==> src/rtl/picosoc_uart_fifo.sv <==
// Memory-mapped UART with TX/RX byte FIFOs, a programmable bit divider and a level interrupt.
// One clock domain; ser_rx is brought in through a two-flop synchroniser.
module picosoc_uart_fifo #(
    parameter int FIFO_DEPTH  = 16,
    parameter int DEFAULT_DIV = 16
) (
    input  logic        clk,
    input  logic        reset,
    input  logic        reg_valid,
    output logic        reg_ready,
    input  logic [3:0]  reg_wstrb,
    input  logic [3:0]  reg_addr,
    input  logic [31:0] reg_wdata,
    output logic [31:0] reg_rdata,
    output logic        irq,
    output logic        ser_tx,
    input  logic        ser_rx
);
    localparam int AW = (FIFO_DEPTH > 1) ? $clog2(FIFO_DEPTH) : 1;
    localparam int CW = AW + 1;
    localparam logic [CW-1:0] FIFO_FULL = CW'(FIFO_DEPTH);

    localparam logic [1:0] SEL_CLKDIV = 2'd0;
    localparam logic [1:0] SEL_DATA   = 2'd1;
    localparam logic [1:0] SEL_STATUS = 2'd2;
    localparam logic [1:0] SEL_IRQEN  = 2'd3;

    localparam logic [1:0] TX_IDLE  = 2'd0;
    localparam logic [1:0] TX_START = 2'd1;
    localparam logic [1:0] TX_DATA  = 2'd2;
    localparam logic [1:0] TX_STOP  = 2'd3;

    localparam logic [2:0] RX_IDLE  = 3'd0;
    localparam logic [2:0] RX_START = 3'd1;
    localparam logic [2:0] RX_DATA  = 3'd2;
    localparam logic [2:0] RX_STOP  = 3'd3;
    localparam logic [2:0] RX_BREAK = 3'd4;

    logic [31:0]   clkdiv;
    logic [31:0]   eff_div;
    logic [1:0]    irqen;
    logic          overrun;
    logic          frame_err;

    logic [7:0]    tx_mem [FIFO_DEPTH];
    logic [AW-1:0] tx_wptr, tx_rptr;
    logic [CW-1:0] tx_count;
    logic [7:0]    rx_mem [FIFO_DEPTH];
    logic [AW-1:0] rx_wptr, rx_rptr;
    logic [CW-1:0] rx_count;

    logic [1:0]    tx_state;
    logic [31:0]   tx_cnt, tx_div;
    logic [2:0]    tx_bit;
    logic [7:0]    tx_shift;
    logic          tx_bit_end;

    logic          rx_sync_p0, rx_sync_p1;
    logic          rx_in;
    logic [2:0]    rx_state;
    logic [31:0]   rx_cnt, rx_div;
    logic [2:0]    rx_bit;
    logic [7:0]    rx_shift;
    logic          rx_bit_end, rx_stop_done;

    logic [1:0]    reg_sel;
    logic          is_write;
    logic          tx_full, rx_full, rx_empty;
    logic          tx_push_req, bus_stall, bus_accept;
    logic          tx_push, tx_pop, rx_push, rx_pop;
    logic          overrun_set, frame_set, status_wr;
    logic [31:0]   rd_val;
    logic          unused_addr;

    function automatic logic [7:0] sat8(input logic [31:0] c);
        sat8 = (c > 32'd255) ? 8'hFF : c[7:0];
    endfunction

    assign unused_addr = &{1'b0, reg_addr[1:0]};
    assign eff_div     = (clkdiv < 32'd4) ? 32'd4 : clkdiv;

    assign reg_sel     = reg_addr[3:2];
    assign is_write    = |reg_wstrb;
    assign tx_full     = (tx_count == FIFO_FULL);
    assign rx_full     = (rx_count == FIFO_FULL);
    assign rx_empty    = (rx_count == '0);

    // A DATA write into a full TX FIFO is held off until the TX FSM frees a slot.
    assign tx_push_req = (reg_sel == SEL_DATA) && reg_wstrb[0];
    assign bus_stall   = tx_push_req && tx_full;
    assign bus_accept  = reg_valid && !reg_ready && !bus_stall;
    assign tx_push     = bus_accept && tx_push_req;
    assign rx_pop      = bus_accept && !is_write && (reg_sel == SEL_DATA) && !rx_empty;
    assign status_wr   = bus_accept && (reg_sel == SEL_STATUS) && reg_wstrb[0];

    assign tx_bit_end  = (tx_cnt == tx_div - 32'd1);
    assign tx_pop      = (tx_count != '0) &&
                         ((tx_state == TX_IDLE) || ((tx_state == TX_STOP) && tx_bit_end));

    assign rx_in        = rx_sync_p1;
    assign rx_bit_end   = (rx_cnt == rx_div - 32'd1);
    assign rx_stop_done = (rx_state == RX_STOP) && rx_bit_end;
    assign rx_push      = rx_stop_done && rx_in && !rx_full;
    assign overrun_set  = rx_stop_done && rx_in && rx_full;
    assign frame_set    = rx_stop_done && !rx_in;

    assign irq = (irqen[0] && !rx_empty) ||
                 (irqen[1] && (tx_count == '0) && (tx_state == TX_IDLE));

    always_comb begin
        rd_val = 32'h0;
        case (reg_sel)
            SEL_CLKDIV: rd_val = clkdiv;
            SEL_DATA:   rd_val = rx_empty ? 32'hFFFF_FFFF : {24'h0, rx_mem[rx_rptr]};
            SEL_STATUS: rd_val = {8'h0, sat8(32'(tx_count)), sat8(32'(rx_count)), 4'h0,
                                  frame_err, overrun, rx_empty, tx_full};
            default:    rd_val = {30'h0, irqen};
        endcase
    end

    always_ff @(posedge clk or posedge reset) begin
        if (reset) begin
            reg_ready <= 1'b0;
            reg_rdata <= 32'h0;
            clkdiv    <= 32'(DEFAULT_DIV);
            irqen     <= 2'b00;
            overrun   <= 1'b0;
            frame_err <= 1'b0;
        end else begin
            reg_ready <= bus_accept;
            reg_rdata <= (bus_accept && !is_write) ? rd_val : 32'h0;
            if (bus_accept && is_write && reg_sel == SEL_CLKDIV) begin
                for (int i = 0; i < 4; i++)
                    if (reg_wstrb[i]) clkdiv[8*i +: 8] <= reg_wdata[8*i +: 8];
            end
            if (bus_accept && reg_sel == SEL_IRQEN && reg_wstrb[0])
                irqen <= reg_wdata[1:0];
            // A new event in the same cycle as a clear wins, so it is never lost.
            overrun   <= (overrun   && !(status_wr && reg_wdata[2])) || overrun_set;
            frame_err <= (frame_err && !(status_wr && reg_wdata[3])) || frame_set;
        end
    end

    always_ff @(posedge clk) begin
        if (tx_push) tx_mem[tx_wptr] <= reg_wdata[7:0];
        if (rx_push) rx_mem[rx_wptr] <= rx_shift;
    end

    always_ff @(posedge clk or posedge reset) begin
        if (reset) begin
            tx_wptr  <= '0;
            tx_rptr  <= '0;
            tx_count <= '0;
            rx_wptr  <= '0;
            rx_rptr  <= '0;
            rx_count <= '0;
        end else begin
            if (tx_push) tx_wptr <= tx_wptr + AW'(1);
            if (tx_pop)  tx_rptr <= tx_rptr + AW'(1);
            tx_count <= tx_count + CW'(tx_push) - CW'(tx_pop);
            if (rx_push) rx_wptr <= rx_wptr + AW'(1);
            if (rx_pop)  rx_rptr <= rx_rptr + AW'(1);
            rx_count <= rx_count + CW'(rx_push) - CW'(rx_pop);
        end
    end

    // The divider is captured on frame start so a CLKDIV write never stretches a frame in flight.
    always_ff @(posedge clk or posedge reset) begin
        if (reset) begin
            tx_state <= TX_IDLE;
            ser_tx   <= 1'b1;
            tx_cnt   <= 32'd0;
            tx_div   <= 32'd4;
            tx_bit   <= 3'd0;
            tx_shift <= 8'h0;
        end else begin
            case (tx_state)
                TX_IDLE: begin
                    if (tx_pop) begin
                        tx_state <= TX_START;
                        ser_tx   <= 1'b0;
                        tx_shift <= tx_mem[tx_rptr];
                        tx_div   <= eff_div;
                        tx_cnt   <= 32'd0;
                    end
                end
                TX_START: begin
                    if (tx_bit_end) begin
                        tx_cnt   <= 32'd0;
                        tx_bit   <= 3'd0;
                        tx_state <= TX_DATA;
                        ser_tx   <= tx_shift[0];
                    end else tx_cnt <= tx_cnt + 32'd1;
                end
                TX_DATA: begin
                    if (tx_bit_end) begin
                        tx_cnt <= 32'd0;
                        if (tx_bit == 3'd7) begin
                            tx_state <= TX_STOP;
                            ser_tx   <= 1'b1;
                        end else begin
                            tx_bit   <= tx_bit + 3'd1;
                            ser_tx   <= tx_shift[1];
                            tx_shift <= tx_shift >> 1;
                        end
                    end else tx_cnt <= tx_cnt + 32'd1;
                end
                default: begin
                    if (tx_bit_end) begin
                        tx_cnt <= 32'd0;
                        if (tx_pop) begin
                            tx_state <= TX_START;
                            ser_tx   <= 1'b0;
                            tx_shift <= tx_mem[tx_rptr];
                            tx_div   <= eff_div;
                        end else tx_state <= TX_IDLE;
                    end else tx_cnt <= tx_cnt + 32'd1;
                end
            endcase
        end
    end

    always_ff @(posedge clk or posedge reset) begin
        if (reset) begin
            rx_sync_p0 <= 1'b1;
            rx_sync_p1 <= 1'b1;
            rx_state   <= RX_IDLE;
            rx_cnt     <= 32'd0;
            rx_div     <= 32'd4;
            rx_bit     <= 3'd0;
            rx_shift   <= 8'h0;
        end else begin
            rx_sync_p0 <= ser_rx;
            rx_sync_p1 <= rx_sync_p0;
            case (rx_state)
                RX_IDLE: begin
                    if (!rx_in) begin
                        rx_state <= RX_START;
                        rx_cnt   <= 32'd0;
                        rx_div   <= eff_div;
                    end
                end
                RX_START: begin
                    // Mid-start resample rejects short glitches.
                    if (rx_cnt == (rx_div >> 1) - 32'd1) begin
                        rx_cnt   <= 32'd0;
                        rx_bit   <= 3'd0;
                        rx_state <= rx_in ? RX_IDLE : RX_DATA;
                    end else rx_cnt <= rx_cnt + 32'd1;
                end
                RX_DATA: begin
                    if (rx_bit_end) begin
                        rx_cnt   <= 32'd0;
                        rx_shift <= {rx_in, rx_shift[7:1]};
                        if (rx_bit == 3'd7) rx_state <= RX_STOP;
                        else rx_bit <= rx_bit + 3'd1;
                    end else rx_cnt <= rx_cnt + 32'd1;
                end
                RX_STOP: begin
                    if (rx_bit_end) begin
                        rx_cnt   <= 32'd0;
                        rx_state <= rx_in ? RX_IDLE : RX_BREAK;
                    end else rx_cnt <= rx_cnt + 32'd1;
                end
                default: begin
                    if (rx_in) rx_state <= RX_IDLE;
                end
            endcase
        end
    end

endmodule

==> config.mk <==
export PLATFORM = sky130hd
export DESIGN_NAME = picosoc_uart_fifo
export DESIGN_NICKNAME = d
export VERILOG_FILES = /design/src/rtl/picosoc_uart_fifo.sv
export SDC_FILE = /design/constraint.sdc
export NUM_CORES = 1
export LEC_CHECK = 0
export BUFFER_PORTS_ARGS = -buffer_cell sky130_fd_sc_hd__buf_4
export CAP_MARGIN = 20
export CORE_ASPECT_RATIO = 0.8
export CORE_MARGIN = 2
export CORE_UTILIZATION = 30
export DETAILED_ROUTE_END_ITERATION = 10
export GPL_TIMING_DRIVEN = 0
export PLACE_DENSITY_LB_ADDON = 0.1
export RECOVER_POWER = 100
export SYNTH_ARGS = -nofsm -noshare
export SYNTH_HDL_FRONTEND = slang
export SYNTH_SLANG_ARGS = --single-unit
==> constraint.sdc <==
create_clock -name clk -period 11.7 [get_ports clk]
set_input_delay 1.755 -clock clk [delete_from_list [all_inputs] [get_ports clk]]
set_output_delay 1.755 -clock clk [all_outputs]
set_load 0.01 [all_outputs]
==> results of run 1 <==
## sequential cells by signal, indices dropped and copies added (netlist names), 3 cells and up
| name | cells |
|---|---|
| rx_bit | 3 |
| tx_cnt | 32 |
| rx_shift | 8 |
| rx_cnt | 32 |
| rx_count | 5 |
| rx_state | 3 |
| tx_mem | 128 |
| tx_div | 32 |
| rx_mem | 128 |
| tx_bit | 3 |
| rx_rptr | 4 |
| rx_div | 32 |
| rx_wptr | 4 |
| tx_shift | 8 |
| tx_rptr | 4 |
| tx_count | 5 |
| clkdiv | 32 |
| tx_wptr | 4 |
| reg_rdata | 32 |
## metal layers
| layer | GRT usage [%] | share of wire, % |
|---|---|---|
| met5 | 0.8361 | 0.13 |
| met4 | 3.505 | 1.5 |
| met3 | 3.507 | 6.2 |
| met2 | 23.04 | 39 |
| met1 | 28.05 | 53 |
## kinds of logic after synthesis
kind of cell               after synthesis
xor gates and xnor gates               142
DFF                                    509
and+or+nand+nor                        765
muxes                                  177
buffers and inverters                  192
adders and majority gates               37
AOI/OAI and AO/OA                      287
## worst reg2reg max path, delay by kind of cell, from the launching register on
family	cells	cell delay [ps]
AND/OR/NAND/NOR	9	3660
adder cells (fa/ha/maj)	1	360
buffers and inverters	5	1490
flip-flops	1	350
## power groups by stage
stage	sequential [mW]	clock, mW	combinational (mW)
6_report	2.09	1.87	0.609
3_5_place_dp	2.12	0	0.612
4_1_cts	2.09	1.93	0.617
3_3_place_gp	2.12	0	0.601
5_1_grt	2.10	2.01	0.682
2_1_floorplan	2.06	0	0.451
## per-stage QoR
| step | hold WS, ps | util (%) |
|---|---|---|
| 2_1_floorplan | 345.2 | - |
| 3_3_place_gp | 347.5 | 32.51 |
| 4_1_cts | 358.1 | 34.99 |
| 3_5_place_dp | 346.9 | 32.66 |
| 6_report | 361.9 | 34.64 |
| 5_1_grt | 364.2 | 34.63 |
## cells in the mapped netlist (all sizes together), types with 5 or more instances
cell type	n
inv	55
a211oi	9
nand2	229
or4b	5
and3	34
nor2b	17
nand2b	24
dfstp	6
mux2i	21
and2	8
ha	35
a21o	6
a22o	11
o211ai	16
nor2	150
nor3	42
or4	19
o31ai	10
xor2	47
o21ai	100
or3	15
xnor2	93
buf	47
a211o	6
mux2	76
a31oi	17
nand3	82
clkbuf	90
o311ai	12
dfrtp	247
a21oi	45
nor3b	12
a32oi	5
or2	13
nor4	45
mux4	80
nand3b	8
nand4	38
o21a	5
and4	10
edfxtp	256
## cell type report
class / instances / area, µm²
well taps: 1115 / 1395
repair buffers: 86 / 498.0
clock buffers: 74 / 1572
fillers: 8314 / 54770
inverters: 55 / 207.7
multi-input cells: 1408 / 10390
diodes: 2 / 5.005
flip-flops and latches: 509 / 14030
plain buffers: 137 / 553.0
clock inverters: 33 / 380.4
## cell usage in the layout, fill, tap and decap left out, types with 14 or more instances in the layout
master / n
xnor2_1: 93
or4_1: 16
mux2_1: 31
a31oi_1: 17
nor2_1: 150
inv_1: 54
nor2b_1: 17
buf_1: 15
nor3_1: 42
a21oi_1: 45
mux2i_1: 21
nand3_1: 82
mux2_2: 43
buf_4: 35
mux4_2: 80
clkbuf_16: 58
clkbuf_1: 167
nand4_1: 36
o211ai_1: 16
or3_1: 15
nand2_1: 229
edfxtp_1: 256
clkinv_2: 14
dfrtp_1: 247
xor2_1: 47
nor4_1: 38
ha_1: 35
and3_1: 34
nand2b_1: 24
o21ai_0: 99
## worst paths after layout
| path | startpoint | end | slack (ps) | cells after the start |
|---|---|---|---|---|
| max reg2reg | rx_div[1]$_DFFE_PP0P_ | rx_mem[3][2]$_DFFE_PP_ | 5540 | 15 |
| min | rx_sync_p0$_DFF_PP1_ | rx_in$_DFF_PP1_ | 360 | 0 |
| max in group asynchronous | reset | tx_bit[0]$_DFFE_PP0P_ | 8350 | 4 |
| max | rx_div[1]$_DFFE_PP0P_ | rx_mem[3][2]$_DFFE_PP_ | 5540 | 15 |
| min in group asynchronous | reset | rx_shift[2]$_DFFE_PP0P_ | 1530 | 2 |
| min reg2reg | rx_sync_p0$_DFF_PP1_ | rx_in$_DFF_PP1_ | 360 | 0 |
==> run_results.csv, run 1 <==
group,metric,value,unit
cts,h-tree-depth,2,
worst_setup_path,path_common_cell,"clkbuf_1",
cells_and_area,syn_to_final_growth,14.75,%
logic_synthesis,synth_edf_count,256,
power_and_ir_drop,combPwrFrac,13.3,%
logic_synthesis,yosys.area.top_type,"edfxtp_1",
logic_synthesis,synth_mux_area_share,11.46,%
worst_setup_path,startpoint_type,"flip-flop",
logic_synthesis,synthXorXnorAreaFrac,5.025,%
power_and_ir_drop,p_sw,1.269,mW
worst_setup_path,cpLargestDelayFamily,"simple AND/OR/NAND/NOR gates",
floorplanning,io_pins,79,
floorplanning,start_util,30.19,%
sta,rsz0062_at_grt,"no",
sta,finalCriticalPeriod,6156,ps
sta,hold_violations,0,
cells_and_area,fin_nets,2336,
placed_design,portBuffers,74,
power_and_ir_drop,p_int,3.301,mW
placed_design,place_area,0.02737,mm²
grt,grt_max_degree,118,
logic_synthesis,synth_cell_type_count,90,
logic_synthesis,synthAdderAreaFrac,1.889,%
flow_run,cap_viol_max_count,1,
route,num_vias,17530,
worst_setup_path,cp.arrival,6490,ps
worst_setup_path,critPathMaxFanout,8,
min_path,hp-class,"reg2reg",
logic_synthesis,yosys.area_share.simple,15.54,%
cts,hold_buffers,0,
cts,cts_made_buffers,58,
logic_synthesis,ys.flop_type,"edfxtp_1",
route,ant_nets,0,
route,detail_route.wl_per_cell,21.78,µm
logic_synthesis,async_reset_ff_share,49.71,%
cells_and_area,fin_area,0.02903,mm²
cts,cts_resized,0,
cells_and_area,drive_above_1_share,13.25,%
power_and_ir_drop,swShare,27.77,%
grt,grt_pass1_vias,17080,
power_and_ir_drop,power_frac_seq,45.7,%
cts,clock_path_buffers,3,
power_and_ir_drop,power.share.clock,41.0,%
power_and_ir_drop,power.density,157.4,mW/mm²
grt,antenna_found_initial,3,
status,outcome,"finished, violations left",
sta,drv_slew,32,
cells_and_area,finalNonFillerCells,3419,
floorplanning,num_rows,95,
logic_synthesis,syn_inst,2109,
power_and_ir_drop,p_leak,10.86,nW
grt,grt_remaining_overflow,0,
sta,tns,0,ps
placed_design,place_congestion,0.8694,
cts,cts_setup_buffers,0,
cts,clk_latency,660,ps
placed_design,pre_cts_ws,5465,ps
worst_setup_path,end_kind,"flip-flop",
cts,clockRootBuffer,"clkbuf_16",
route,drtIter0Drc,1448,
route,drc,0,
floorplanning,die_x,328.7,µm
logic_synthesis,ys_seq_elements,509,
cts,cts_tree,"done",
worst_setup_path,critical_path_class,"reg2reg",
sta,finalSetupViolCount,0,
sta,relSlewSlack,-18.30,%
route,via_per_inst,5.128,
sta,worstMarginPinSlew,1765,ps
worst_setup_path,crit_chain,"clkbuf_1 -> inv_1 -> ha_1 -> nor4b_1 -> clkbuf_1 -> nand4_1 -> or4_1 -> nand3_1 -> nand2_1 -> nor4_1 -> and3_1 -> clkbuf_1 -> nand3_1 -> nor3_1 -> clkbuf_1",
sta,period_share,52.62,%
floorplanning,die_h,263.7,µm
grt,track_usage,17.25,%
logic_synthesis,synth_compound_area_share,7.439,%
cts,clkSinkCount,509,
cts,clk_pin_slew,60,ps
worst_setup_path,cpMaxStageDelayCell,"nor4_1",
route,wl,74470,µm
logic_synthesis,syn_area,0.02530,mm²
placed_design,dp.cells,3307,
worst_setup_path,worstPathRequired,12030,ps
worst_setup_path,critPathBufInv,5,
floorplanning,core,0.08380,mm²
floorplanning,fp.dieArea,0.08667,mm²
power_and_ir_drop,ir_worst_vdd,114.9,µV
worst_setup_path,cp_slowest_stage_delay,800,ps
route,drt-pass1-iter-count,5,
sta,worst_slack,5544,ps
logic_synthesis,synth_nets,2190,
power_and_ir_drop,finalPower,4.570,mW
logic_synthesis,synth_top_area_share,30.39,%
logic_synthesis,synth.area.top_cells,"edfxtp_1 30%, dfrtp_1 24%, mux4_2 7.1%",
sta,max_freq,0.1624,GHz
status,violations,"max-capacitance violations, max-slew violations",
sta,fin_worst_skew,39.81,ps
logic_synthesis,synth_top_family_by_area,"simple AND/OR/NAND/NOR gates",
placed_design,dp_hpwl,54240,µm
logic_synthesis,synth_seq_area_share,55.45,%
logic_synthesis,ys_warn_count,0,
grt,grt_pass1_wl,112800,µm
logic_synthesis,synth.avg_cell_area,11.99,µm²
Note: power is estimated with default switching activity, not from simulation.
==> run 2, diff against run 1 <==
==> constraint.sdc (replaced) <==
create_clock -name clk -period 4.95 [get_ports clk]
set_input_delay 0.7425 -clock clk [delete_from_list [all_inputs] [get_ports clk]]
set_output_delay 0.7425 -clock clk [all_outputs]
set_load 0.01 [all_outputs]
==> run 2 against run 1 <==
Effect of this change: the flow still finishes with violations (max-capacitance violations, max-slew violations); worst setup slack worse by 5400 ps; die area unchanged; highest routed layer is now met4; cell count is 0.44% higher; final area increased by 1.7%; non-clock buffer count grew 19; core utilization rose by 0.59 points; sequential share of layout area is 0.80 points lower; critical path depth is 6 higher; register-to-register slack worse by 5400 ps; worst hold slack got worse by 170 ps; critical endpoint is now rx_count[4]$_DFF_PP0_; sequential power up 140%; routed wire length is 0.24% lower.
==> run_results.csv, run 2 (synthesis results as in run 1) <==
group,metric,value,unit
status,outcome,"finished, violations left",
status,violations,"max-capacitance violations, max-slew violations",
sta,period_share,96.71,%
sta,relSlewSlack,-48.28,%
sta,worst_slack,163.0,ps
cells_and_area,syn_to_final_growth,16.69,%
route,num_vias,17620,
power_and_ir_drop,power.density,371.3,mW/mm²
sta,rsz0062_at_grt,"yes",
grt,grt_remaining_overflow,0,
cells_and_area,n_antenna_cell,0,
grt,grt_pass1_vias,17080,
placed_design,dp_hpwl,54780,µm
min_path,hp-class,"in2reg",
route,detail_route.wl_per_cell,21.63,µm
cts,cts_made_buffers,56,
route,drc,0,
flow_run,cap_viol_max_count,5,
cts,h-tree-depth,2,
placed_design,portBuffers,74,
grt,grt_pass1_wl,112200,µm
floorplanning,die_h,263.7,µm
power_and_ir_drop,ir_worst_vdd,244.9,µV
sta,fin_worst_skew,54.51,ps
worst_setup_path,critPathMaxFanout,8,
worst_setup_path,critical_path_class,"reg2reg",
worst_setup_path,end_kind,"flip-flop",
cells_and_area,fillCellCount,8286,
cells_and_area,largest_registers,"rx_mem (128), tx_mem (128)",
route,drt-pass1-iter-count,5,
floorplanning,num_rows,95,
floorplanning,die_x,328.7,µm
route,ant_nets,0,
worst_setup_path,critPathBufInv,7,
cells_and_area,fin_area,0.02952,mm²
sta,hold_violations,0,
grt,grt_max_degree,39,
floorplanning,io_pins,79,
cells_and_area,final_common_cell,"edfxtp_1",
power_and_ir_drop,p_leak,11.14,nW
sta,worstMarginPinSlew,2224,ps
route,via_per_inst,5.132,
placed_design,place_area,0.02744,mm²
route,drtIter0Drc,1469,
worst_setup_path,crit_chain,"clkbuf_1 -> nor4_4 -> buf_4 -> buf_4 -> nand4_1 -> nor3_1 -> o221ai_1 -> a211o_1 -> nor4_4 -> buf_4 -> nand4_1 -> ha_1 -> inv_1 -> ha_1 -> inv_1 -> fa_1 -> inv_1 -> a21oi_1 -> nor2_1 -> nor2_1 -> xnor2_1",
cts,clk_latency,670,ps
grt,antenna_found_initial,1,
worst_setup_path,cpLargestDelayFamily,"simple AND/OR/NAND/NOR gates",
cells_and_area,layout_common_cells,"256 x edfxtp_1, 246 x dfrtp_1, 227 x nand2_1, 155 x clkbuf_1, 138 x nor2_1",
placed_design,place_congestion,0.8813,
floorplanning,fp.dieArea,0.08667,mm²
cells_and_area,drive_above_1_share,16.69,%
sta,max_freq,0.2089,GHz
sta,finalCriticalPeriod,4787,ps
floorplanning,core,0.08380,mm²
cts,clockRootBuffer,"clkbuf_16",
cts,clock_path_buffers,3,
worst_setup_path,cp.arrival,5280,ps
sta,drv_slew,179,
cells_and_area,fin_nets,2353,
cts,clkSinkCount,509,
worst_setup_path,startpoint_type,"flip-flop",
worst_setup_path,cp_slowest_stage_delay,660,ps
route,wl,74290,µm
floorplanning,start_util,30.19,%
grt,track_usage,17.17,%
cts,clk_pin_slew,60,ps
cts,cts_tree,"done",
placed_design,pre_cts_ws,-1247,ps
sta,finalSetupViolCount,0,
worst_setup_path,worstPathRequired,5450,ps
worst_setup_path,cpMaxStageDelayCell,"nor3_1",
cells_and_area,final_util,35.23,%
==> run 2: cell types whose count changed in the layout (fill, tap and decap cells not counted), sizes merged <==
| cell | delta |
|---|---|
| clkinvlp | +1 |
| bufinv | +2 |
| inv | -1 |
| diode | -2 |
| clkbuf | -10 |
| clkinv | -9 |
| buf | +34 |
==> run 2: routing by layer <==
metal  share of wire (%)  wire length [µm]  GRT usage, %  vias up
met5                   0                 0             0        -
met4                 1.3               968         3.122        0
met3                 6.3              4658         3.559       69
met2                  40             29480         23.04      425
met1                  53             39180         27.97     9006
li1                    -                 -             -     8123
==> run 2: final timing paths <==
kind                            cells past startpoint                 endpoint             startpoint  slack [ps]
worst max register to register                     21    rx_count[4]$_DFF_PP0_  rx_div[9]$_DFFE_PP0P_         160
worst max-delay path                               21    rx_count[4]$_DFF_PP0_  rx_div[9]$_DFFE_PP0P_         160
worst min register to register                      0          rx_in$_DFF_PP1_   rx_sync_p0$_DFF_PP1_         360
min in group asynchronous                           2   tx_cnt[27]$_DFFE_PP0P_                  reset         270
worst min-delay path                                1     rx_sync_p0$_DFF_PP1_                 ser_rx         200
max in group asynchronous                           4  reg_rdata[19]$_DFF_PP0_                  reset         890
==> run 2: area by class of cell <==
cell class / instances / area (µm²) / area share, %
Buffer: 134 / 595.6 / 2.018
Clock buffer: 79 / 1590 / 5.387
Clock inverter: 26 / 409.1 / 1.386
Inverter: 55 / 207.7 / 0.7036
Multi-Input combinational cell: 1408 / 10670 / 36.14
Sequential cell: 509 / 14030 / 47.52
Tap cell: 1115 / 1395 / 4.726
Timing Repair Buffer: 108 / 625.6 / 2.119
==> run 2: through the flow <==
step	cells	setup TNS [ps]	hold WS (ps)	power, mW
2_1_floorplan	2109	0	345.2	5.926
3_3_place_gp	3298	-438640	347.3	6.444
3_5_place_dp	3313	-152430	349.0	6.478
4_1_cts	3422	-120.7	143.6	11.07
5_1_grt	3434	-26.54	149.0	11.45
6_report	3434	0	195.3	10.96
==> run 2: power breakdown <==
group	internal (mW)	leakage [nW]	switching [mW]	total (mW)
clock	2.68	0.963	1.83	4.51
sequential	4.63	5.53	0.320	4.95
combinational	0.641	4.65	0.860	1.50
total	7.95	11.1	3.01	11.0
==> run 2: worst reg2reg max path: cells and delay by family (launching register included) <==
family                   cells  cell delay, ps
buffers and inverters        7             950
XOR/XNOR                     1             120
AO/OA/AOI/OAI                3             540
flip-flops                   1             350
adder cells (fa/ha/maj)      3             900
AND/OR/NAND/NOR              7            1820
==> run 2: timing repair <==
| action | in CTS | in global routing |
|---|---|---|
| setup endpoints to repair | 179 | 160 |
| hold buffers | 0 | 0 |
| gates resized for setup | 26 | 20 |
| pin swaps | 3 | 5 |
| setup buffers | 5 | 12 |
